<file path="src/rtl/ifid_pkg.sv">
// ifid_pkg: opcodes, immediate-type selector codes and FIFO entry type shared by the IF/ID buffer
package ifid_pkg;
    localparam logic [6:0] OPC_LOAD   = 7'b0000011;
    localparam logic [6:0] OPC_OPIMM  = 7'b0010011;
    localparam logic [6:0] OPC_AUIPC  = 7'b0010111;
    localparam logic [6:0] OPC_STORE  = 7'b0100011;
    localparam logic [6:0] OPC_OP     = 7'b0110011;
    localparam logic [6:0] OPC_LUI    = 7'b0110111;
    localparam logic [6:0] OPC_BRANCH = 7'b1100011;
    localparam logic [6:0] OPC_JALR   = 7'b1100111;
    localparam logic [6:0] OPC_JAL    = 7'b1101111;
    localparam logic [6:0] OPC_SYSTEM = 7'b1110011;
    localparam logic [6:0] OPC_FENCE  = 7'b0001111;

    localparam logic [2:0] IMM_NONE  = 3'b000;
    localparam logic [2:0] IMM_I     = 3'b001;
    localparam logic [2:0] IMM_S     = 3'b010;
    localparam logic [2:0] IMM_B     = 3'b011;
    localparam logic [2:0] IMM_U     = 3'b100;
    localparam logic [2:0] IMM_J     = 3'b101;
    localparam logic [2:0] IMM_SHAMT = 3'b110;
    localparam logic [2:0] IMM_ZIMM  = 3'b111;

    localparam logic [31:0] NOP = 32'h0000_0013;

    typedef struct packed {
        logic [31:0] pc;
        logic [31:0] instr;
    } ifid_entry_t;
endpackage

</file>
<file path="src/rtl/ifid_instr_buf_if.sv">
// ifid_instr_buf_if: fetch-side and decode-side valid/ready handshakes of the IF/ID buffer
interface ifid_instr_buf_if;
    logic        fetch_valid;
    logic        fetch_ready;
    logic [31:0] fetch_pc;
    logic [31:0] fetch_instr;
    logic        dec_valid;
    logic        dec_ready;
    logic [31:0] dec_pc;
    logic [31:0] dec_instr;

    modport master (
        output fetch_valid, fetch_pc, fetch_instr, dec_ready,
        input  fetch_ready, dec_valid, dec_pc, dec_instr
    );
    modport slave (
        input  fetch_valid, fetch_pc, fetch_instr, dec_ready,
        output fetch_ready, dec_valid, dec_pc, dec_instr
    );
endinterface

</file>
<file path="src/rtl/instr_field_split.sv">
// instr_field_split: raw immediate fields and immediate-type selector of the decode-head instruction
// IFID_ILLEGAL_CHECK_EN adds the illegal-opcode flag
module instr_field_split
    import ifid_pkg::*;
(
`ifdef IFID_ILLEGAL_CHECK_EN
    input  logic        valid,
    output logic        illegal,
`endif
    input  logic [31:0] instr,
    output logic [11:0] imm_itype,
    output logic [11:0] imm_stype,
    output logic [11:0] imm_btype,
    output logic [19:0] imm_utype,
    output logic [19:0] imm_jtype,
    output logic [4:0]  shamt,
    output logic [4:0]  rs1,
    output logic [2:0]  typ
);
    logic [6:0] opc;
    logic [2:0] f3;

    assign opc       = instr[6:0];
    assign f3        = instr[14:12];
    assign imm_itype = instr[31:20];
    assign imm_stype = {instr[31:25], instr[11:7]};
    assign imm_btype = {instr[31], instr[7], instr[30:25], instr[11:8]};
    assign imm_utype = instr[31:12];
    assign imm_jtype = {instr[31], instr[19:12], instr[20], instr[30:21]};
    assign shamt     = instr[24:20];
    assign rs1       = instr[19:15];

    always_comb begin
        typ = IMM_NONE;
        case (opc)
            OPC_OPIMM:          typ = (f3[1:0] == 2'b01) ? IMM_SHAMT : IMM_I;
            OPC_LOAD, OPC_JALR: typ = IMM_I;
            OPC_STORE:          typ = IMM_S;
            OPC_BRANCH:         typ = IMM_B;
            OPC_LUI, OPC_AUIPC: typ = IMM_U;
            OPC_JAL:            typ = IMM_J;
            OPC_SYSTEM:         typ = f3[2] ? IMM_ZIMM : (f3 != 3'b000) ? IMM_I : IMM_NONE;
            default:            typ = IMM_NONE;
        endcase
    end

`ifdef IFID_ILLEGAL_CHECK_EN
    logic known;

    always_comb begin
        known = 1'b0;
        case (opc)
            OPC_LOAD, OPC_OPIMM, OPC_AUIPC, OPC_STORE, OPC_OP, OPC_LUI,
            OPC_BRANCH, OPC_JALR, OPC_JAL, OPC_SYSTEM, OPC_FENCE: known = 1'b1;
            default: known = 1'b0;
        endcase
    end

    assign illegal = valid && (instr[1:0] != 2'b11 || !known);
`endif
endmodule

</file>
<file path="src/rtl/ifid_instr_buf.sv">
// ifid_instr_buf: fetch-to-decode instruction FIFO with flush and head-instruction field split
// IFID_ILLEGAL_CHECK_EN adds the dec_illegal output
module ifid_instr_buf
    import ifid_pkg::*;
#(
    parameter int          DEPTH        = 2,
    parameter logic [31:0] RESET_PC_VAL = 32'h0000_0000
) (
    input  logic            clk,
    input  logic            rst_n,
    input  logic            flush,
    ifid_instr_buf_if.slave bus,
    output logic [11:0]     imm_itype,
    output logic [11:0]     imm_stype,
    output logic [11:0]     imm_btype,
    output logic [19:0]     imm_utype,
    output logic [19:0]     imm_jtype,
    output logic [4:0]      shamt,
    output logic [4:0]      rs1,
    output logic [2:0]      typ
`ifdef IFID_ILLEGAL_CHECK_EN
    ,
    output logic            dec_illegal
`endif
);
    localparam int AW = $clog2(DEPTH);
    localparam int CW = AW + 1;

    ifid_entry_t   mem [DEPTH];
    logic [AW-1:0] wr_ptr, rd_ptr;
    logic [CW-1:0] count;
    logic          push, pop;

    // ready depends on occupancy only, so a full buffer refuses even when decode pops
    assign bus.fetch_ready = count != CW'(DEPTH);
    assign bus.dec_valid   = count != '0;
    assign push            = bus.fetch_valid && bus.fetch_ready && !flush;
    assign pop             = bus.dec_valid && bus.dec_ready && !flush;
    assign bus.dec_pc      = bus.dec_valid ? mem[rd_ptr].pc : RESET_PC_VAL;
    assign bus.dec_instr   = bus.dec_valid ? mem[rd_ptr].instr : NOP;

    always_ff @(posedge clk or negedge rst_n) begin
        if (!rst_n) begin
            count  <= '0;
            wr_ptr <= '0;
            rd_ptr <= '0;
            for (int i = 0; i < DEPTH; i++) mem[i] <= '{pc: 32'h0, instr: NOP};
        end else if (flush) begin
            count  <= '0;
            wr_ptr <= '0;
            rd_ptr <= '0;
        end else begin
            if (push) begin
                mem[wr_ptr] <= '{pc: bus.fetch_pc, instr: bus.fetch_instr};
                wr_ptr      <= wr_ptr + AW'(1);
            end
            if (pop) rd_ptr <= rd_ptr + AW'(1);
            count <= count + CW'(push) - CW'(pop);
        end
    end

    instr_field_split u_split (
`ifdef IFID_ILLEGAL_CHECK_EN
        .valid     (bus.dec_valid),
        .illegal   (dec_illegal),
`endif
        .instr     (bus.dec_instr),
        .imm_itype (imm_itype),
        .imm_stype (imm_stype),
        .imm_btype (imm_btype),
        .imm_utype (imm_utype),
        .imm_jtype (imm_jtype),
        .shamt     (shamt),
        .rs1       (rs1),
        .typ       (typ)
    );
endmodule

</file>
<file path="src/flat_wrapper.sv">
// flat-port wrapper written by rule: the top's interface ports become plain ports
module ifid_instr_buf_flat import ifid_pkg::*;
#(
    parameter int          DEPTH        = 2,
    parameter logic [31:0] RESET_PC_VAL = 32'h0000_0000
)
  (clk, rst_n, flush, imm_itype, imm_stype, imm_btype, imm_utype, imm_jtype, shamt, rs1, typ, bus_fetch_valid, bus_fetch_pc, bus_fetch_instr, bus_dec_ready, bus_fetch_ready, bus_dec_valid, bus_dec_pc, bus_dec_instr);
  ifid_instr_buf_if bus_i ();
  input  logic clk;
  input  logic rst_n;
  input  logic flush;
  output logic [11:0] imm_itype;
  output logic [11:0] imm_stype;
  output logic [11:0] imm_btype;
  output logic [19:0] imm_utype;
  output logic [19:0] imm_jtype;
  output logic [4:0] shamt;
  output logic [4:0] rs1;
  output logic [2:0] typ;
  input wire logic [$bits(bus_i.fetch_valid)-1:0] bus_fetch_valid;
  input wire logic [$bits(bus_i.fetch_pc)-1:0] bus_fetch_pc;
  input wire logic [$bits(bus_i.fetch_instr)-1:0] bus_fetch_instr;
  input wire logic [$bits(bus_i.dec_ready)-1:0] bus_dec_ready;
  output wire logic [$bits(bus_i.fetch_ready)-1:0] bus_fetch_ready;
  output wire logic [$bits(bus_i.dec_valid)-1:0] bus_dec_valid;
  output wire logic [$bits(bus_i.dec_pc)-1:0] bus_dec_pc;
  output wire logic [$bits(bus_i.dec_instr)-1:0] bus_dec_instr;
  assign bus_i.fetch_valid = bus_fetch_valid;
  assign bus_i.fetch_pc = bus_fetch_pc;
  assign bus_i.fetch_instr = bus_fetch_instr;
  assign bus_i.dec_ready = bus_dec_ready;
  assign bus_fetch_ready = bus_i.fetch_ready;
  assign bus_dec_valid = bus_i.dec_valid;
  assign bus_dec_pc = bus_i.dec_pc;
  assign bus_dec_instr = bus_i.dec_instr;
  ifid_instr_buf #(.DEPTH(DEPTH), .RESET_PC_VAL(RESET_PC_VAL)) u_core (.clk(clk), .rst_n(rst_n), .flush(flush), .bus(bus_i), .imm_itype(imm_itype), .imm_stype(imm_stype), .imm_btype(imm_btype), .imm_utype(imm_utype), .imm_jtype(imm_jtype), .shamt(shamt), .rs1(rs1), .typ(typ));
endmodule
</file>
<file path="config.mk">
export PLATFORM = sky130hd
export DESIGN_NAME = ifid_instr_buf_flat
export DESIGN_NICKNAME = d
export VERILOG_FILES = /design/src/rtl/ifid_pkg.sv /design/src/rtl/ifid_instr_buf_if.sv /design/src/rtl/instr_field_split.sv /design/src/rtl/ifid_instr_buf.sv /design/src/flat_wrapper.sv
export SDC_FILE = /design/constraint.sdc
export NUM_CORES = 1
export LEC_CHECK = 0
export BUFFER_PORTS_ARGS = -buffer_cell sky130_fd_sc_hd__buf_4
export CORE_UTILIZATION = 51
export CTS_CLUSTER_DIAMETER = 100
export CTS_CLUSTER_SIZE = 20
export DETAILED_ROUTE_END_ITERATION = 7
export PLACE_DENSITY_LB_ADDON = 0.05
export RECOVER_POWER = 50
export SYNTH_ARGS = -nofsm -noshare
export SYNTH_HDL_FRONTEND = slang
export SYNTH_SLANG_ARGS = --single-unit
</file>
<file path="constraint.sdc">
create_clock -name clk -period 2.25 [get_ports clk]
set_clock_uncertainty 0.2 [all_clocks]
set_input_delay 0.1125 -clock clk [delete_from_list [all_inputs] [get_ports clk]]
set_output_delay 0.1125 -clock clk [all_outputs]
set_load 0.05 [all_outputs]
</file>
==> out/metrics.csv <==
stage;metric;value;unit
floorplan;IO Count;224;
routing;DRC Markers;0;
timing;Slew headroom;29.59;%
global_route;largest net degree at the start of global routing;53;
routing;wire length per cell;16.56;microns
timing;max-slew violations;0;
synthesis;post-synthesis compound-gate area fraction;1.165;%
critical_path;Critical Path Source Type;register;
critical_path;critical path type;register to output port;
floorplan;starting density of the core;52.98;%
place;area of placed instances;8215;sq um
synthesis;Mapped Area;6768;sq um
timing;Peak Freq;0.3703;GHz
synthesis;Seq cells post-synth;132;
routing;total vias in the final route;4848;
run;max-cap check violation count;0;
timing;RSZ-0062 raised after global routing;true;
global_route;first-pass GRT wire length;24340;microns
routing;drt pass-1 iters;4;
critical_path;CP required;1.94;ns
place;number of port buffers;223;
synthesis;syn_nets;622;
place;RePlAce Congestion;0.8297;
critical_path;CP Capture Type;output port;
timing;clock period minus worst slack;2.701;ns
finish;Layout area overhead;49.47;%
timing;final worst path period share;120.0;%
global_route;vias in the first global route;4913;
finish;most common cell after layout, fill and taps aside;buf_4;
outcome;failing checks;negative setup slack;
cts;Num CTS Buffers;17;
routing;Routed WL;15980;microns
synthesis;Post-Synth Adder-Cell Area;0.3698;%
synthesis;post-synthesis mux area share;30.76;%
synthesis;Synth Area in XOR/XNOR;0.5177;%
outcome;outcome;finished, violations left;
floorplan;row cnt;41;
timing;Final Hold Fails;0;
place;DP HPWL;9939;microns
cts;clk sinks;132;
pwr;Peak VDD IR;0.7182;mV
cts;CTS tree;built;
global_route;GRT Total Usage;23.72;%
synthesis;yosys warns;0;
cts;CTS max path bufs;2;
routing;ANT nets after route;0;
pwr;power per cell area;1534;nW/um^2
floorplan;die area;13730;sq um
timing;final setup fails;75;
place;placed insts;847;
critical_path;worst path arrival time;2.39;ns
cts;Clock Latency Late Sink;0.41;ns
min_path;HP Class;input port to asynchronous set/reset pin;
pwr;LEAKAGE;4.523;nW
place;worst slack, placed;-0.09072;ns
cts;H-tree Lvls;4;
global_route;initial antenna violation count;0;
floorplan;CORE AREA;12770;sq um
timing;setup ws final;-0.4505;ns
floorplan;Die W;117.2;microns
synthesis;Gate Count Post-Synth;551;
critical_path;Critical Path Fanout Max;7;
synthesis;Post-Syn Area per Cell;12.28;sq um
cts;clk slew on worst S/H paths;0.05;ns
finish;Layout Cells excl Fill;965;
synthesis;Synth Area in Simple Gates;6.193;%
synthesis;post-synth cell types;39;
finish;Final Cell Area;10120;sq um
routing;Starting DRT DRC Count;193;
timing;Slew @ Worst Pin;1.056;ns
synthesis;largest family of logic cells by synthesized area;multiplexers;
finish;share of cells above drive strength 1;60.86;%
finish;Final #Nets;850;
timing;worst hold slack;0.2137;ns
synthesis;sequential-to-total area share from yosys stat;48.92;%
floorplan;die height;117.2;microns
finish;commonest cells after routing, fill and taps aside;buf_4, mux2_2, dfrtp_1;
finish;Core Util, Final;79.19;%
routing;DR vias/cell;5.024;
global_route;GRT overflow;0;
cts;CTS root buf;clkbuf_16;
[stage by stage]
step                power, mW  TNS [ns]
floorplan               10.29    -3.031
global placement        11.57         0
detailed placement      11.76   -0.1596
CTS                     14.93    -6.131
global route            16.24    -21.51
finish                  15.52    -13.72
[metal layers]
metal  track usage (%)  routed length [microns]  vias up
met5                 0                        0        -
met4             9.705                      260        0
met3             6.128                      847       23
met2             42.16                     8546      147
met1             27.16                     6324     2421
li1                  -                        -     2257
[state kept, by name, summed over array words and instances (netlist names)]
register	flops
u_core.mem	128
u_core.rd_ptr	1
u_core.wr_ptr	1
u_core.count	2
[report_power, final]
group | switching [mW] | leakage [nW] | internal (mW) | total (mW)
registers | 0.662 | 1.56 | 3.44 | 4.10
logic | 5.28 | 2.67 | 3.38 | 8.65
clock network | 0.997 | 0.295 | 1.77 | 2.76
[area by class of cell]
cell class	count	area, sq um
antenna	1	2.502
tap	172	215.2
timing repair buffer	323	2940
inverter	5	22.52
clock inverter	9	100.1
sequential	132	3314
clock buffer	23	498.0
fill	778	2658
multi-input combinational	300	3023
[repair_timing]
| action | in CTS | in global routing |
|---|---|---|
| gates resized for setup | 29 | 79 |
| endpoints found under the hold margin | 235 | 0 |
| hold buffers | 68 | 0 |
| setup buffers | 7 | 9 |
| endpoints found under the setup margin | 145 | 139 |
| cloned | 1 | 0 |
| pin swaps | 6 | 6 |
[worst paths after layout]
kind                                             from                          end  slack [ns]  cells after the start
max in group asynchronous                       rst_n  u_core.mem[123]$_DFFE_PN0P_        0.37                      3
max reg2reg                 u_core.rd_ptr$_DFFE_PN0P_    u_core.rd_ptr$_DFFE_PN0P_       -0.02                      6
min                                             rst_n    u_core.mem[6]$_DFFE_PN0P_        0.21                      2
min in group clk                        bus_dec_ready    u_core.count[1]$_DFF_PN0_        0.25                      7
max                         u_core.rd_ptr$_DFFE_PN0P_                       typ[1]       -0.45                      7
min reg2reg                u_core.mem[59]$_DFFE_PN0P_   u_core.mem[59]$_DFFE_PN0P_        0.30                      1
[critical path, stage by stage (launching register included)]
cell and delay [ns]:
dfrtp_4 0.52, buf_4 0.16, mux2i_4 0.20, nor3_2 0.39, o2bb2ai_4 0.17, o21ai_2 0.08, nor4_4 0.26, buf_6 0.19
[Yosys cell counts]
cell type  count  area share, %
a311oi_1       1           0.13
buf_4         94             10
xor2_1         3           0.39
buf_2         14            1.0
a21oi_1        2           0.15
o21ai_0        1          0.074
buf_1          5           0.28
nand2b_1       2           0.18
dfrtp_1      126             47
xnor2_1        1           0.13
nand3b_1       1           0.11
nand2_1        4           0.22
or3_1          1          0.092
o31ai_2        1           0.18
ha_1           2           0.37
nor2b_1        1          0.092
clkbuf_1       1          0.055
mux2i_1       64            9.5
nor2_2         1          0.092
and3_1         1          0.092
mux2_1         3           0.50
mux2_2       125             21
nor2_1        66            3.7
and3b_1        1           0.13
or2_2          1          0.092
dfstp_2        6            2.3
and2_1         1          0.092
or3b_2         2           0.26
a221oi_1       1           0.13
o21ai_1        2           0.15
nor4_2         1           0.18
nand2_2        1          0.092
a211oi_1       2           0.22
or3b_1         2           0.26
nor3_4         1           0.24
o2bb2ai_1      1           0.13
inv_1          5           0.28
nor3_1         2           0.15
nand3_1        2           0.15
[kinds of logic (layout without fill, tap and decap cells)]
kind of cell    Yosys count  count (layout)
xor+xnor                  4               4
buf+inv                 119             360
fa+ha+maj                 2               2
simple gates             91              91
flops                   132             132
mux                     192             192
compound gates           11              11
other cells               0               1
Note: power is estimated with default switching activity, not from simulation.
